## config.mk

```make
export PLATFORM = sky130hd
export DESIGN_NAME = prefetch_buffer
export DESIGN_NICKNAME = d
export VERILOG_FILES = /design/src/rtl/prefetch_buffer.sv
export SDC_FILE = /design/constraint.sdc
export NUM_CORES = 1
export LEC_CHECK = 0
export BUFFER_PORTS_ARGS = -buffer_cell sky130_fd_sc_hd__buf_2
export CAP_MARGIN = 20
export CORE_ASPECT_RATIO = 0.5
export CORE_MARGIN = 2
export CORE_UTILIZATION = 54
export DETAILED_ROUTE_END_ITERATION = 7
export MAX_ROUTING_LAYER = met4
export PLACE_DENSITY_LB_ADDON = 0.2
export SLEW_MARGIN = 25
export SYNTH_ARGS = -nofsm -noshare
export SYNTH_HDL_FRONTEND = slang
export SYNTH_SLANG_ARGS = --single-unit
export TNS_END_PERCENT = 30
```

## constraint.sdc

```tcl
create_clock -name clk -period 3.1 [get_ports clk]
set_clock_uncertainty 0.15 [all_clocks]
set_input_delay 0.31 -clock clk [delete_from_list [all_inputs] [get_ports clk]]
set_output_delay 0.31 -clock clk [all_outputs]
set_load 0.01 [all_outputs]
```

## src/rtl/prefetch_buffer.sv

```systemverilog
// prefetch_buffer: issues word-addressed instruction reads, queues the
// returned words with their PC and hands them to decode over valid/ready.
// Ports: clk, n_reset (async, active low)
//   memory side : addr, trans, write, rdata, abort
//   redirect    : flush_i, flush_pc_i
//   decode side : valid_o, ready_i, instr_o, pc_o, abort_o
`timescale 1ns/1ps

module prefetch_buffer #(
  parameter int unsigned DEPTH    = 4,
  parameter logic [31:0] RESET_PC = 32'h0
) (
  input  logic        clk,
  input  logic        n_reset,
  output logic [31:0] addr,
  output logic [1:0]  trans,
  output logic        write,
  input  logic [31:0] rdata,
  input  logic        abort,
  input  logic        flush_i,
  input  logic [31:0] flush_pc_i,
  output logic        valid_o,
  input  logic        ready_i,
  output logic [31:0] instr_o,
  output logic [31:0] pc_o,
  output logic        abort_o
);

  localparam int unsigned PW = $clog2(DEPTH);
  localparam int unsigned CW = PW + 1;

  typedef enum logic [1:0] {
    START,
    SEQ,
    HALT
  } state_e;

  state_e        state_q, state_d;
  logic [31:0]   fetch_pc_q, fetch_pc_d;
  logic [31:0]   addr_q, addr_d;
  logic [1:0]    trans_q, trans_d;
  logic          rsp_pend_q, rsp_pend_d;
  logic [31:0]   rsp_addr_q, rsp_addr_d;
  logic [PW-1:0] wr_ptr_q, wr_ptr_d;
  logic [PW-1:0] rd_ptr_q, rd_ptr_d;
  logic [CW-1:0] cnt_q, cnt_d;
  logic          valid_q, valid_d;
  logic [31:0]   head_instr_q, head_instr_d;
  logic [31:0]   head_pc_q, head_pc_d;
  logic          head_abt_q, head_abt_d;

  logic [31:0]   mem_instr_q [DEPTH];
  logic [31:0]   mem_pc_q    [DEPTH];
  logic          mem_abt_q   [DEPTH];

  logic          push;
  logic          pop;
  logic          hit_abort;
  logic          issue;
  logic [31:0]   wdata;

  // push: a response that is still wanted lands this cycle
  always_comb begin
    push      = rsp_pend_q & ~flush_i;
    pop       = valid_q & ready_i & ~flush_i;
    hit_abort = push & abort;
    wdata     = abort ? 32'h0 : rdata;
  end

  // FIFO pointers, count and the registered head view
  always_comb begin
    cnt_d        = cnt_q;
    wr_ptr_d     = wr_ptr_q;
    rd_ptr_d     = rd_ptr_q;
    head_instr_d = head_instr_q;
    head_pc_d    = head_pc_q;
    head_abt_d   = head_abt_q;
    if (flush_i) begin
      cnt_d    = '0;
      wr_ptr_d = '0;
      rd_ptr_d = '0;
    end else begin
      cnt_d    = cnt_q + CW'(push) - CW'(pop);
      wr_ptr_d = wr_ptr_q + PW'(push);
      rd_ptr_d = rd_ptr_q + PW'(pop);
    end
    valid_d = (cnt_d != '0);
    if (cnt_d == '0) begin
      head_instr_d = 32'h0;
      head_pc_d    = 32'h0;
      head_abt_d   = 1'b0;
    end else if (push && (cnt_q == CW'(pop))) begin
      // the entry written this edge becomes the head directly
      head_instr_d = wdata;
      head_pc_d    = rsp_addr_q;
      head_abt_d   = abort;
    end else if (pop) begin
      head_instr_d = mem_instr_q[rd_ptr_d];
      head_pc_d    = mem_pc_q[rd_ptr_d];
      head_abt_d   = mem_abt_q[rd_ptr_d];
    end
  end

  // fetch control: the next request is decided one cycle ahead
  always_comb begin
    state_d    = state_q;
    fetch_pc_d = fetch_pc_q;
    trans_d    = 2'b00;
    addr_d     = addr_q;
    rsp_addr_d = addr_q;
    issue      = 1'b0;
    // a request on the bus now becomes the pending response,
    // unless a flush or an abort makes it stale
    rsp_pend_d = (trans_q != 2'b00) & ~flush_i & ~hit_abort;
    if (flush_i) begin
      state_d    = START;
      fetch_pc_d = flush_pc_i;
    end else begin
      if (hit_abort) begin
        state_d = HALT;
      end
      // queued plus in-flight must stay within DEPTH
      issue = (state_d != HALT) &&
              ((cnt_d + CW'(rsp_pend_d)) < CW'(DEPTH));
    end
    if (issue) begin
      unique case (state_d)
        START:   trans_d = 2'b10;
        SEQ:     trans_d = 2'b11;
        default: trans_d = 2'b00;
      endcase
      addr_d     = fetch_pc_q;
      fetch_pc_d = fetch_pc_q + 32'd1;
      state_d    = SEQ;
    end
  end

  always_ff @(posedge clk or negedge n_reset) begin
    if (!n_reset) begin
      state_q      <= START;
      fetch_pc_q   <= RESET_PC;
      addr_q       <= 32'h0;
      trans_q      <= 2'b00;
      rsp_pend_q   <= 1'b0;
      rsp_addr_q   <= 32'h0;
      wr_ptr_q     <= '0;
      rd_ptr_q     <= '0;
      cnt_q        <= '0;
      valid_q      <= 1'b0;
      head_instr_q <= 32'h0;
      head_pc_q    <= 32'h0;
      head_abt_q   <= 1'b0;
    end else begin
      state_q      <= state_d;
      fetch_pc_q   <= fetch_pc_d;
      addr_q       <= addr_d;
      trans_q      <= trans_d;
      rsp_pend_q   <= rsp_pend_d;
      rsp_addr_q   <= rsp_addr_d;
      wr_ptr_q     <= wr_ptr_d;
      rd_ptr_q     <= rd_ptr_d;
      cnt_q        <= cnt_d;
      valid_q      <= valid_d;
      head_instr_q <= head_instr_d;
      head_pc_q    <= head_pc_d;
      head_abt_q   <= head_abt_d;
    end
  end

  always_ff @(posedge clk or negedge n_reset) begin
    if (!n_reset) begin
      for (int i = 0; i < int'(DEPTH); i++) begin
        mem_instr_q[i] <= 32'h0;
        mem_pc_q[i]    <= 32'h0;
        mem_abt_q[i]   <= 1'b0;
      end
    end else if (push) begin
      mem_instr_q[wr_ptr_q] <= wdata;
      mem_pc_q[wr_ptr_q]    <= rsp_addr_q;
      mem_abt_q[wr_ptr_q]   <= abort;
    end
  end

  assign addr    = addr_q;
  assign trans   = trans_q;
  assign write   = 1'b0;
  assign valid_o = valid_q;
  assign instr_o = head_instr_q;
  assign pc_o    = head_pc_q;
  assign abort_o = head_abt_q;

endmodule
```

==> impl_metrics.json, run 1 <==
{
  "wl_per_cell_um": 21.4,
  "critical_path_required_ns": 3.40,
  "crit_fanout": 5,
  "antenna_left": 0,
  "antenna_found_initial": 0,
  "fin_crit_sh": 1.01,
  "p_per_area_nw_per_um2": 792,
  "cp_data_arrival_time_ns": 3.43,
  "rsz0062_at_grt": "yes",
  "yosys_warnings": 0,
  "worst_pin_slew_ns": 0.726,
  "place.gp.congestion": 0.881,
  "fp.dieW_um": 265,
  "routed_wl_um": 45600,
  "dp_hpwl_um": 28900,
  "max_freq_mhz": 319,
  "endpoint_kind": "flop",
  "finish.net_count": 1739,
  "setup_viol": 1,
  "hold_class": "input port to flop",
  "die_h_um": 134,
  "ios": 170,
  "synth_edf_count": 0,
  "synth-main-ff-cell": "dfrtp_1",
  "synth_top_area_share": 0.591,
  "clockBufferDepth": 3,
  "crit_type": "flop to flop",
  "root_buffer": "clkbuf_16",
  "slew_viol_final": 0,
  "synthArstFlopShare": 1.00,
  "startpoint_type": "flop",
  "ys_ff_latch": 434,
  "path_clk_slew_ns": 0.07,
  "violations": "negative setup slack",
  "p_leak_nw": 10.5,
  "ff2ff_setup_slack_ns": -0.03,
  "clock_sink_count": 434,
  "floorplan.initialDensity": 0.552,
  "drive_gt1_frac": 0.326,
  "hold-worst-slack_ns": 0.0194,
  "vdd_drop_max_mv": 0.462,
  "total_power_w": 0.0175,
  "drtPass1Iterations": 5,
  "grt_first_pass_wirelength_um": 73500,
  "via_per_inst": 6.01,
  "hold_violations": 0,
  "cap_violations": 0,
  "drtIter0Drc": 899,
  "layout_commonest_cell": "dfrtp_1",
  "fin_crit_ns": 3.13,
  "ys_seq_area_frac": 0.591,
  "htreeDepth": 2,
  "ys_top_cells_by_area": "dfrtp_1 (59%), mux2_2 (10%), mux4_2 (8.0%)",
  "synth_nets": 1505,
  "core_area_um2": 33300,
  "status": "finished, violations left",
  "grt_pass1_vias": 13600,
  "io_buffer_count": 168,
  "grt_usage": 0.271,
  "cts_tree": "built",
  "dieArea_um2": 35600,
  "finalWorstSetupSlack_ns": -0.0336,
  "synth.distinct_cells": 56,
  "syn_area_per_cell_um2": 12.8,
  "synth_top_cell_by_area": "dfrtp_1",
  "grt_start_max_net_pins": 100,
  "antenna_cells": 0,
  "area_delta_synth_final_pct": 20.4,
  "synth_cells": 1432,
  "via_count": 12800,
  "drc": 0,
  "mostFrequentLayoutCells": "dfrtp_1 (434), buf_2 (167), nand2_1 (163), mux2_2 (163), o21ai_0 (141)",
  "clk_latency_ns": 0.54,
  "relSlewSlack": 0.516,
  "synth_area_um2": 18400,
  "cts_buffers": 38,
  "gr-total-overflow": 0,
  "num_rows": 47
}
metal layers:
metal / part of all wire / track usage / up-vias
li1: - / - / 5682
met1: 0.44 / 0.371 / 6703
met2: 0.49 / 0.429 / 367
met3: 0.048 / 0.0408 / 89
met4: 0.022 / 0.0738 / 0
met5: 0 / - / -
timing repair:
action | 4_1_cts | 5_1_grt
gates resized for setup | 5 | 17
hold buffers | 54 | 0
pin swaps | 4 | 13
hold endpoints to repair | 147 | 0
buffers inserted | 1 | 1
endpoints found under the setup margin | 15 | 79
worst max-delay path: stages (launching register included):
cell and delay (ns):
dfrtp_1 0.39, nand2_2 0.10, xor2_1 0.14, nor2_1 0.07, ha_2 0.18, fa_2 0.61, nand2_4 0.08, o211a_4 0.25
or4b_4 0.55, or3_1 0.33, a31oi_1 0.20
through the flow:
| stage | std cells | TNS [ns] | utilization | instance area (um^2) | worst slack [ns] |
|---|---|---|---|---|---|
| after floorplan | 1432 | 0 | - | 18400 | 0.0197 |
| after global placement | 2011 | -0.0850 | 0.606 | 20200 | -0.0385 |
| final | 2135 | -0.0336 | 0.665 | 22100 | -0.0336 |
| after global routing | 2135 | -0.866 | 0.665 | 22100 | -0.132 |
| after CTS | 2134 | 0 | 0.662 | 22000 | 0.00876 |
| after detailed placement | 2011 | -1.98 | 0.606 | 20200 | -0.179 |
Yosys cell counts, drive strengths merged (2+ instances only):
| cell type | count |
|---|---|
| o2bb2ai | 2 |
| and4 | 2 |
| a21oi | 3 |
| nand4 | 12 |
| and3 | 5 |
| dfrtp | 434 |
| nand2 | 168 |
| buf | 28 |
| or2 | 4 |
| mux2 | 163 |
| a22o | 33 |
| or4b | 3 |
| o211ai | 3 |
| mux4 | 65 |
| nor2b | 3 |
| o21ai | 148 |
| xor2 | 7 |
| or3 | 8 |
| inv | 6 |
| nor4 | 8 |
| ha | 3 |
| a31oi | 19 |
| or4 | 12 |
| a221o | 32 |
| xnor2 | 6 |
| a211oi | 2 |
| nor2 | 66 |
| nand2b | 35 |
| nand3 | 18 |
| a21o | 33 |
| clkbuf | 68 |
| nor3 | 6 |
| o31ai | 10 |
flip-flops by register name (all words and copies together), names as in the netlist, 3 cells and up:
name,count
fetch_pc_q,32
mem_instr_q,128
mem_pc_q,128
cnt_q,3
pc_o,32
addr,32
mem_abt_q,4
rsp_addr_q,32
instr_o,32
cell type report:
cell class / count / area [um^2]
Clock buffer: 56 / 1110
Fill cell: 2408 / 11200
Inverter: 7 / 26.3
Clock inverter: 12 / 215
Timing Repair Buffer: 290 / 2110
Multi-Input combinational cell: 895 / 7250
Tap cell: 441 / 552
Sequential cell: 434 / 10900
where the power goes:
part	total (W)	switching, W	internal (W)
registers	0.00814	0.00113	0.00701
clock network	0.00505	0.00213	0.00292
logic	0.00433	0.00208	0.00225
path summary, 6_finish.rpt:
kind	depth (start not counted)	endpoint	from
worst max-delay path	10	fetch_pc_q[15]	valid_o
worst min-delay path	3	mem_instr_q[89]	rdata[25]
worst max register to register	10	fetch_pc_q[15]	valid_o
worst min register to register	0	rsp_addr_q[30]	addr[30]
max in group asynchronous	4	mem_instr_q[102]	n_reset
min in group asynchronous	2	instr_o[24]	n_reset
kinds of logic (layout without fill, tap and decap cells):
group	count (synthesis)	in the layout	synth area share
adders and majority gates	4	4	0.00313
and+or+nand+nor	353	353	0.0892
xor gates and xnor gates	15	15	0.00879
DFF	434	434	0.591
other	1	1	0.000204
AOI/OAI and AO/OA	293	293	0.105
muxes	229	229	0.180
buffers and inverters	103	365	0.0220
(Power assumes the default switching activity.)
==> run 2, diff against run 1 <==
PLACE_DENSITY = 0.75   (was not set)
PLACE_DENSITY_LB_ADDON = not set   (was 0.2)
==> impl_metrics.json, run 2 (same netlist as run 1, synthesis figures left out) <==
{
  "die_h_um": 134,
  "root_buffer": "clkbuf_16",
  "floorplan.initialDensity": 0.552,
  "mostFrequentLayoutCells": "dfrtp_1 (434), buf_2 (167), nand2_1 (163), mux2_2 (163), o21ai_0 (146)",
  "dieArea_um2": 35600,
  "cts_buffers": 38,
  "drtIter0Drc": 889,
  "antenna_cells": 0,
  "reg2reg_depth": 11,
  "met3_usage": 0.0349,
  "worst_pin_slew_ns": 0.731,
  "met1_usage": 0.352,
  "power_frac_seq": 0.472,
  "core_area_um2": 33300,
  "startpoint_type": "flop",
  "final_area_um2": 22000,
  "p_leak_nw": 10.4,
  "routed_wl_um": 45400,
  "cap_violations": 0,
  "max_freq_mhz": 329,
  "antenna_left": 0,
  "io_buffer_count": 168,
  "grt_pass1_vias": 13500,
  "crit_fanout": 6,
  "clockBufferDepth": 3,
  "area_delta_synth_final_pct": 20.0,
  "setup_viol": 0,
  "htreeDepth": 2,
  "slew_viol_final": 0,
  "drive_gt1_frac": 0.326,
  "p_sw_w": 0.00528,
  "rsz0062_at_grt": "yes",
  "fp.dieW_um": 265,
  "hold_class": "input port to flop",
  "fin_util": 0.662,
  "fin_crit_sh": 0.980,
  "startpoint": "valid_o",
  "drtPass1Iterations": 5,
  "grtUsageMet2": 0.442,
  "ios": 170,
  "finish.net_count": 1738,
  "clk_latency_ns": 0.53,
  "r2r-start": "valid_o",
  "combPwrFrac": 0.256,
  "hold_violations": 0,
  "fillers": 2333,
  "worstSetupEndpoint": "fetch_pc_q[14]",
  "grt_usage": 0.268,
  "clockPowerShare": 0.272,
  "place.gp.congestion": 0.853,
  "finalSetupTns_ns": 0,
  "endpoint_kind": "flop",
  "vdd_drop_max_mv": 0.418,
  "path_clk_slew_ns": 0.07,
  "grt-busiest-layer": "met2",
  "drc": 0,
  "critical_path_required_ns": 3.34,
  "num_rows": 47,
  "largest_registers": "mem_instr_q x128, mem_pc_q x128",
  "antenna_found_initial": 0,
  "p_sw_frac": 0.307,
  "clock_sink_count": 434,
  "layout_commonest_cell": "dfrtp_1",
  "grt_start_max_net_pins": 86,
  "dp_hpwl_um": 28200,
  "crit_type": "flop to flop",
  "wl_per_cell_um": 21.3,
  "fin_crit_ns": 3.04,
  "p_per_area_nw_per_um2": 779,
  "ff2ff_setup_slack_ns": 0.06,
  "placed_area_um2": 20200,
  "gr-total-overflow": 0,
  "via_per_inst": 5.96,
  "relSlewSlack": 0.512,
  "intPower_w": 0.0119,
  "cp_data_arrival_time_ns": 3.28,
  "reg2reg_to": "fetch_pc_q[14]",
  "grt_first_pass_wirelength_um": 72800,
  "via_count": 12700,
  "status": "finished, final reports clean",
  "cts_tree": "built"
}
==> run 2: cell types whose count changed in the layout (fill, tap and decap cells not counted), moves of 3 or more <==
cell       delta
o21ai_1       -3
buf_12        +4
clkinv_2      +4
bufinv_16     -4
o21ai_0       +5
buf_4         -8
==> run 2: routing by layer <==
layer,wire length (um),vias up
met4,1230,0
li1,-,5672
met5,0,-
met2,22600,359
met1,19300,6594
met3,2200,90
==> run 2: worst min-delay path by stage <==
stage | startpoint | end | slack [ns] | cells after the start
2_1_floorplan | n_reset | abort_o | -0.14 | 0
3_3_place_gp | n_reset | mem_pc_q[51] | 0.16 | 1
3_5_place_dp | n_reset | mem_pc_q[19] | 0.17 | 1
4_1_cts | rdata[1] | mem_instr_q[65] | 0.002 | 3
5_1_grt | rdata[13] | mem_instr_q[109] | 0.02 | 3
6_report | rdata[24] | mem_instr_q[24] | 0.02 | 3
==> run 2: stage by stage <==
stage          std cells  hold slack [ns]  setup slack [ns]  total power [W]
3_5_place_dp        2004            0.171           -0.0634           0.0124
4_1_cts             2130          0.00159         0.0000606           0.0172
5_1_grt             2133           0.0175           -0.0787           0.0180
2_1_floorplan       1432           -0.136            0.0197           0.0105
3_3_place_gp        2004            0.158          -0.00456           0.0121
6_report            2133           0.0167            0.0634           0.0172
==> run 2: power by group through the flow <==
stage	clock network [W]	logic (W)	registers [W]
after floorplan	0	0.00263	0.00791
after global placement	0	0.00408	0.00802
final	0.00467	0.00440	0.00810
after global routing	0.00496	0.00475	0.00825
after CTS	0.00472	0.00437	0.00807
after detailed placement	0	0.00425	0.00816
==> run 2: what timing repair did <==
item                                    in CTS  in global routing
endpoints found under the hold margin      157                  0
hold buffers                                56                  0
buffers inserted                             3                  3
endpoints found under the setup margin      13                 82
gates resized for setup                      6                 12
pin swaps                                   10                 16
==> run 2: final cells by class <==
cell class                 instances  area (um^2)  share of cell area
clock buffer                      56         1110              0.0503
clock inverter                    11         91.3             0.00414
inverter                           7         26.3             0.00119
multi-input combinational        895         7250               0.329
sequential                       434        10900               0.493
tap                              441          552              0.0250
timing repair buffer             289         2160              0.0978
==> run 2: worst max-delay path: stages, from the launching register on <==
cell and delay, ns:
dfrtp_1 0.39, nand2_2 0.08, xor2_1 0.14, nor2_1 0.06
ha_2 0.17, fa_2 0.35, xnor3_2 0.33, or4_4 0.59
nand4_1 0.24, buf_4 0.16, xor2_1 0.13, o21ai_0 0.08
